File: src/rtl/ccta_sched.sv
// Round-robin scheduler sharing one combinational CCTA unit between N_REQ requesters.
// Latency: res_valid pulses SETTLE_CYC edges after the gnt edge; issue interval SETTLE_CYC+1.
// Backpressure: requesters hold req until gnt; req is ignored while busy (SETTLE).
// Optional: define CCTA_SCHED_PRIO_EN for fixed priority (lowest index wins).
module ccta_sched #(
    parameter int N_REQ      = 4,
    parameter int SETTLE_CYC = 2,
    parameter int ID_W       = 2
) (
    input  logic                 clk,
    input  logic                 rst,
    input  logic [N_REQ-1:0]     req,
    input  logic [4*N_REQ-1:0]   op_a,
    input  logic [4*N_REQ-1:0]   op_b,
    input  logic [4*N_REQ-1:0]   op_c,
    input  logic [N_REQ-1:0]     op_ctrl,
    output logic [N_REQ-1:0]     gnt,
    output logic [3:0]           dp_a,
    output logic [3:0]           dp_b,
    output logic [3:0]           dp_c,
    output logic                 dp_ctrl,
    output logic                 dp_rst,
    input  logic [4:0]           dp_q,
    output logic                 res_valid,
    output logic [4:0]           res_q,
    output logic [ID_W-1:0]      res_id,
    output logic                 busy
);

    localparam int CNT_W = $clog2(SETTLE_CYC + 1);

    typedef enum logic {IDLE, SETTLE} state_t;

    state_t            state;
    logic [ID_W-1:0]   rr_ptr;
    logic [ID_W-1:0]   id_r;
    logic [ID_W-1:0]   win;
    logic [CNT_W-1:0]  cnt;

    // Winner select: scanning downward so the last hit is the first in search order.
    always_comb begin
        logic [ID_W-1:0] idx;
        idx = '0;
        win = '0;
`ifdef CCTA_SCHED_PRIO_EN
        for (int i = N_REQ - 1; i >= 0; i--) begin
            idx = ID_W'(i);
            if (req[idx]) win = idx;
        end
`else
        for (int k = N_REQ; k >= 1; k--) begin
            idx = ID_W'((int'(rr_ptr) + k) % N_REQ);
            if (req[idx]) win = idx;
        end
`endif
    end

    // Two-state FSM: IDLE grants and launches, SETTLE holds operands then captures q.
    always_ff @(posedge clk or negedge rst) begin
        if (!rst) begin
            state     <= IDLE;
            rr_ptr    <= ID_W'(N_REQ - 1);
            id_r      <= '0;
            cnt       <= '0;
            gnt       <= '0;
            dp_a      <= '0;
            dp_b      <= '0;
            dp_c      <= '0;
            dp_ctrl   <= 1'b0;
            dp_rst    <= 1'b1;
            res_valid <= 1'b0;
            res_q     <= '0;
            res_id    <= '0;
            busy      <= 1'b0;
        end else begin
            gnt       <= '0;
            res_valid <= 1'b0;
            case (state)
                IDLE: begin
                    if (|req) begin
                        gnt[win] <= 1'b1;
                        dp_a     <= op_a[{win, 2'b00} +: 4];
                        dp_b     <= op_b[{win, 2'b00} +: 4];
                        dp_c     <= op_c[{win, 2'b00} +: 4];
                        dp_ctrl  <= op_ctrl[win];
                        dp_rst   <= 1'b0;
                        cnt      <= CNT_W'(SETTLE_CYC);
                        rr_ptr   <= win;
                        id_r     <= win;
                        busy     <= 1'b1;
                        state    <= SETTLE;
                    end
                end
                SETTLE: begin
                    if (cnt == CNT_W'(1)) begin
                        res_q     <= dp_q;
                        res_id    <= id_r;
                        res_valid <= 1'b1;
                        dp_rst    <= 1'b1;
                        busy      <= 1'b0;
                        state     <= IDLE;
                    end else begin
                        cnt <= cnt - CNT_W'(1);
                    end
                end
                default: state <= IDLE;
            endcase
        end
    end

endmodule

File: config.mk
export PLATFORM = sky130hd
export DESIGN_NAME = ccta_sched
export DESIGN_NICKNAME = d
export VERILOG_FILES = /design/src/rtl/ccta_sched.sv
export SDC_FILE = /design/constraint.sdc
export NUM_CORES = 1
export LEC_CHECK = 0
export BUFFER_PORTS_ARGS = -buffer_cell sky130_fd_sc_hd__buf_2
export CORE_MARGIN = 3
export CORE_UTILIZATION = 40
export DETAILED_ROUTE_END_ITERATION = 12
export PLACE_DENSITY = 0.75
export SLEW_MARGIN = 15
export SYNTH_ARGS = -nofsm -noshare
export SYNTH_HDL_FRONTEND = slang
export SYNTH_SLANG_ARGS = --single-unit
File: constraint.sdc
create_clock -name clk -period 1.55 [get_ports clk]
set_input_delay 0.2325 -clock clk [delete_from_list [all_inputs] [get_ports clk]]
set_output_delay 0.2325 -clock clk [all_outputs]
set_load 0.01 [all_outputs]
Word level (Yosys, flattened, before mapping). Index checks and enable logic that the tools add are counted. W data, S select, Z words.

Bits in registers: 34. Latch bits: 0. RAM bits: 0. ROM bits: 0. Input port bits: 63. Output and inout port bits: 27. Word-level logic and storage cells: 71. Memories: 0.

Add/sub/neg operators: 5. $mul: 0. Div/mod/pow operators: 0. Order comparisons: 6. Equality and inequality tests: 4. Shift operators: 3. Muxes and demuxes: 32. Bitwise logic cells: 1. Reductions and logical operators: 6.

Operator list (number): $shiftx A16 B5 Y4 (3); $lt A2 B3 Y1 const B (5); $mux W1 (14); $mux W2 (6); $bmux W1 S2 (5); $mux W4 (2); $reduce_and A2 Y1 (4); $pmux W1 S2 (3); $add A2 B1 Y2 const B (2); $add A2 B2 Y2 const B (2); $ne A2 B2 Y1 const B (2); $pmux W2 S2 (1); $reduce_or A4 Y1 (1); $demux W1 S2 (1); $eq A2 B1 Y1 const B (1); $ge A2 B1 Y1 const B (1); $ne A2 B1 Y1 const B (1); $sub A2 B1 Y2 const B (1); $logic_and A1 B1 Y1 (1); $not A1 Y1 (1).

Longest topological paths before layout.
Depth after elaboration: 13. Mapped depth: 6. Depth with buffers taken out: 5.

Least setup slack after synthesis. No wires, ideal clock.

Path kind: reg2reg. Start: register rr_ptr[1]. End: register dp_a[1]. Library setup time: 0.142 ns. Arrival time: 1.462 ns. Required time: 1.408 ns. Setup slack: -0.054 ns. Stages on the path, launching flop included: 7. Buffers on the path: 1. Period minus slack after synthesis: 1.604 ns. Path through: dfstp_2 > nand2b_1 > a21oi_2 > o221ai_4 > buf_6 > mux2i_1 > o221ai_1.

Cells in the longest elaborated chain, start to end: 8. Elaborated cells between the ends (all ways): 17. Those cells by class: add/sub (4); shift (1); mux (12).

RTL lines: start: declaration (RTL line 35) `logic [ID_W-1:0] rr_ptr;`; start signal: assignment (RTL line 62) `rr_ptr <= ID_W'(N_REQ - 1);`; start signal: assignment (RTL line 88) `rr_ptr <= win;`; $add A2 B1 Y2 (RTL line 52) `idx = ID_W'((int'(rr_ptr) + k) % N_REQ);`; $bmux W1 S2 (RTL line 53) `if (req[idx]) win = idx;`; $mux W1 (implied by the code) (RTL line 53); $mux W2 (3 in a row) (RTL line 53); $mux W2 * (RTL line 53); $shiftx A16 B5 Y4 * (RTL line 82) `dp_a <= op_a[{win, 2'b00} +: 4];`; end signal: assignment (RTL line 82); end: declaration (RTL line 18) `output logic [3:0] dp_a,`.

Mark *: on every way between the ends. The rest lies on a longest branch, timed or not. The select of a mux whose other input is x is not followed. A chain may end at the register's enable or synchronous reset.

Worst setup path after layout.
Start: register rr_ptr[1]. End: register dp_a[2].

Same word-level chain as after synthesis.

==> results.md <==
* Fraction of the yosys area taken by sequential cells at 51.5%
* Synthesized-area fraction occupied by and/or/nand/nor cells at 10.6%
* Main area contributors after synthesis: dfrtp_1 47%, mux2i_1 16%, o221ai_1 6.9%
* Portion of total power attributed to combinational logic at 51.2%
* Most common library cell in the layout ignoring fill and taps: buf_2
* Clock tree sinks at 34
* Switching Share at 37.1%
* Unique cell type count in the Yosys netlist at 24
* Data arrival at the endpoint of the critical path at about 1900 ps
* Library cell with the largest summed area after synthesis: dfrtp_1
* Mean routed wirelength per cell at around 15 um
* Capturing element type of the critical path: flip-flop
* Post-synthesis async set-or-reset flop share at 100%
* Fraction of synthesized cell area in xor and xnor cells at 0%
* Boundary Pins at 90
* Worst Setup Slack post-DPL at -165 ps
* Clock power share at 14.1%
* Sequential fraction of design power at 34.7%
* Post-place instance area at 0.00225 mm2
* Largest net degree at the start of global routing at 25
* Violation count after the first detailed-route iteration at 58
* Slowest library cell on the worst path: dfstp_2
* Number of CTS-inserted buffers at 5
* Prevailing post-synth register cell: dfrtp_1
* Syn Nets at 208
* Status: complete, but fails checks
* Count of pins over their slew limit at 0
* Clock insertion delay at the later pin of the skew report at approximately 280 ps
* Compound-Gate Fraction of Synth Area at 12.4%
* Vias in the first global route at about 1500
* RSZ-0062 raised after global routing: yes
* Mapped Area at 0.00166 mm2
* Number of enable-type register cells in the synthesized netlist at 0
* Yosys reg bits at 34
* Overall die area at 0.00495 mm2
* IO buf count at approximately 90
* Number of failing hold endpoints at the final stage at 0
* Filler Cell Count at 304
* Fraction of synthesized area in multiplexers at roughly a fifth
* Final Routed Wirelength at 4480 um
* Startpoint kind of the worst setup timing path: flip-flop
* Clock period minus final worst setup slack at about 1700 ps
* Aggregate global routing overflow at 0
* Effective utilization at floorplan at 43.3%
* Signed area change from the synthesized netlist to the final layout at 47.4%
* CTS tree: built
* Number of instances in the synthesized netlist at 144
* Maximum ir drop on the vdd rail at 0.890 mV
* Post-detailed-route via-to-cell ratio at ~5
* Clock-pin transition on the worst setup and hold timing paths at 70 ps
* Final net count at 312
* Initial antenna violation count at 0
* Global-route total usage across every layer at 18.0%
* Max-cap violations at 0
* Tightest Pin Transition at between 500 and 600 ps
* Cell row count at 22
* Final Wtd Congestion at 0.832
* Final critical-path share of the clock period at 111%
* Max Fclk at ~580 MHz
* Area share of fa/ha/maj cells after synthesis at less than 1%
* Final setup violation count at 16
* Hpwl dp at 3400 um
* Maximum root-to-sink buffer count at 2
* Number of search-and-repair iterations in the first detailed-routing pass at 4
* Number of warnings reported in the yosys synthesis log at 0
* Maximum single-stage delay on the critical path at about 550 ps
* Remaining antenna violation count at 0
* PwrDens at approximately 1800 mW/mm2
* Via Count at 1481
* Area of all sequential standard cells at 855 um2
* Std-Cell Core Area at around 0.0038 mm2
* Max FO, Critical Path at 9
* Crit-path cells: nand2b_4, a21oi_2, o221ai_4, clkbuf_16, mux2i_1, o221ai_1
* Design Area, Final at 0.00244 mm2
* Failing checks: negative setup slack
* Main combinational cell family by area after synthesis: multiplexers
* Ratio of cells with drive above 1 in the final layout at 53.0%
* Final setup slack of the worst path at -177 ps
* Max-slew headroom at between 60% and 70%
* Most frequent cells in the layout: 89 x buf_2, 31 x dfrtp_1, 26 x mux2i_1
* Die H at 70.4 um
* Horizontal die dimension at around 70 um
* H-tree depth at 2
* Kind of critical path: flip-flop to flip-flop
* Mean area per synthesized cell at between 10 and 15 um2
* Antenna Diode Count at 0
* Multi-input combinational cell area at around 800 um2
* DRC violation count after routing at 0
* First-pass GRT wire length at roughly 7000 um
* WP data required at 1690 ps
* Post-route clock skew at 4.95 ps
* Leakage at 1.31 nW
* Classification of the worst-slack hold path: input pin to flip-flop
* Share of the synthesized area in the top cell type at 46.8%
* Pint at 2.78 mW
* Switching power summed over all nets at 1.64 mW
* Root buffer cell: clkbuf_8
path summary, 6_finish.rpt:
check,slack (ps),to,from,depth (start not counted)
max in group asynchronous,520,dp_a[2]$_DFFE_PN0P_,rst,3
min reg2reg,470,dp_rst$_DFFE_PN1P_,dp_rst$_DFFE_PN1P_,2
min in group asynchronous,460,res_q[0]$_DFFE_PN0P_,rst,2
max,-180,dp_a[2]$_DFFE_PN0P_,rr_ptr[1]$_DFFE_PN1P_,6
min,170,res_q[2]$_DFFE_PN0P_,dp_q[2],2
max reg2reg,-180,dp_a[2]$_DFFE_PN0P_,rr_ptr[1]$_DFFE_PN1P_,6
cells in the mapped netlist, drive strengths merged, types with 3 or more instances:
library cell  number
dfrtp             31
mux2i             27
nand2             23
o221ai            14
nor2              10
mux2               7
a21oi              5
buf                5
dfstp              3
inv                3
nand2b             3
per-stage QoR:
stage / utilization, % / TNS [ps] / hold slack, ps / std cells / total power [mW]
2_1_floorplan: - / -655 / -63.1 / 144 / 2.81
3_3_place_gp: 58.7 / -921 / 234 / 285 / 3.56
3_5_place_dp: 58.7 / -1580 / 247 / 285 / 3.64
4_1_cts: 61.4 / -1580 / 169 / 294 / 4.29
5_1_grt: 63.9 / -3410 / 179 / 297 / 4.74
6_report: 63.9 / -1910 / 170 / 297 / 4.43
worst max-delay path, delay by kind of cell, from the launching register on:
kind	cells	cell delay (ps)
simple gates	1	120
buf+inv	1	240
mux	1	190
compound gates	3	480
flops	1	550
kinds of logic after synthesis:
| group | count (synthesis) |
|---|---|
| flops | 34 |
| fa+ha+maj | 1 |
| compound gates | 24 |
| simple gates | 41 |
| buf+inv | 10 |
| mux | 34 |
power by group through the flow:
stage	clock network (mW)	registers (mW)	logic [mW]
6_report	0.624	1.54	2.27
5_1_grt	0.671	1.59	2.48
4_1_cts	0.641	1.54	2.11
3_5_place_dp	0	1.55	2.10
3_3_place_gp	0	1.53	2.02
2_1_floorplan	0	1.70	1.11
state kept, by name, indices dropped and copies added, names as in the netlist:
name       count
state          1
res_valid      1
dp_b           4
dp_rst         1
busy           1
dp_ctrl        1
cnt            2
res_q          5
id_r           2
rr_ptr         2
dp_c           4
dp_a           4
res_id         2
gnt            4
per-layer routing:
layer	share of wire (%)	GRT usage [%]	routed length [um]	vias to the layer above
met5	0	0	0	-
met4	1.7	5.74	78	0
met3	4.7	5.04	212	8
met2	53	29.9	2370	38
met1	41	22.5	1810	705
li1	-	-	-	730
layout make-up:
type	count	share of cell area, %
clock buffers	6	2.97
clock inverters	2	0.410
inverters	3	0.461
multi-input cells	100	32.2
flip-flops and latches	34	35.0
well taps	48	2.46
repair buffers	104	26.6
timing repair:
item / CTS / global route
buffers inserted: 0 / 1
pin swaps: 0 / 1
endpoints found under the hold margin: 20 / 0
endpoints found under the setup margin: 13 / 19
hold buffers: 1 / 0
gates resized for setup: 2 / 8
cloned: 0 / 2
Note: power is estimated with default switching activity, not from simulation.
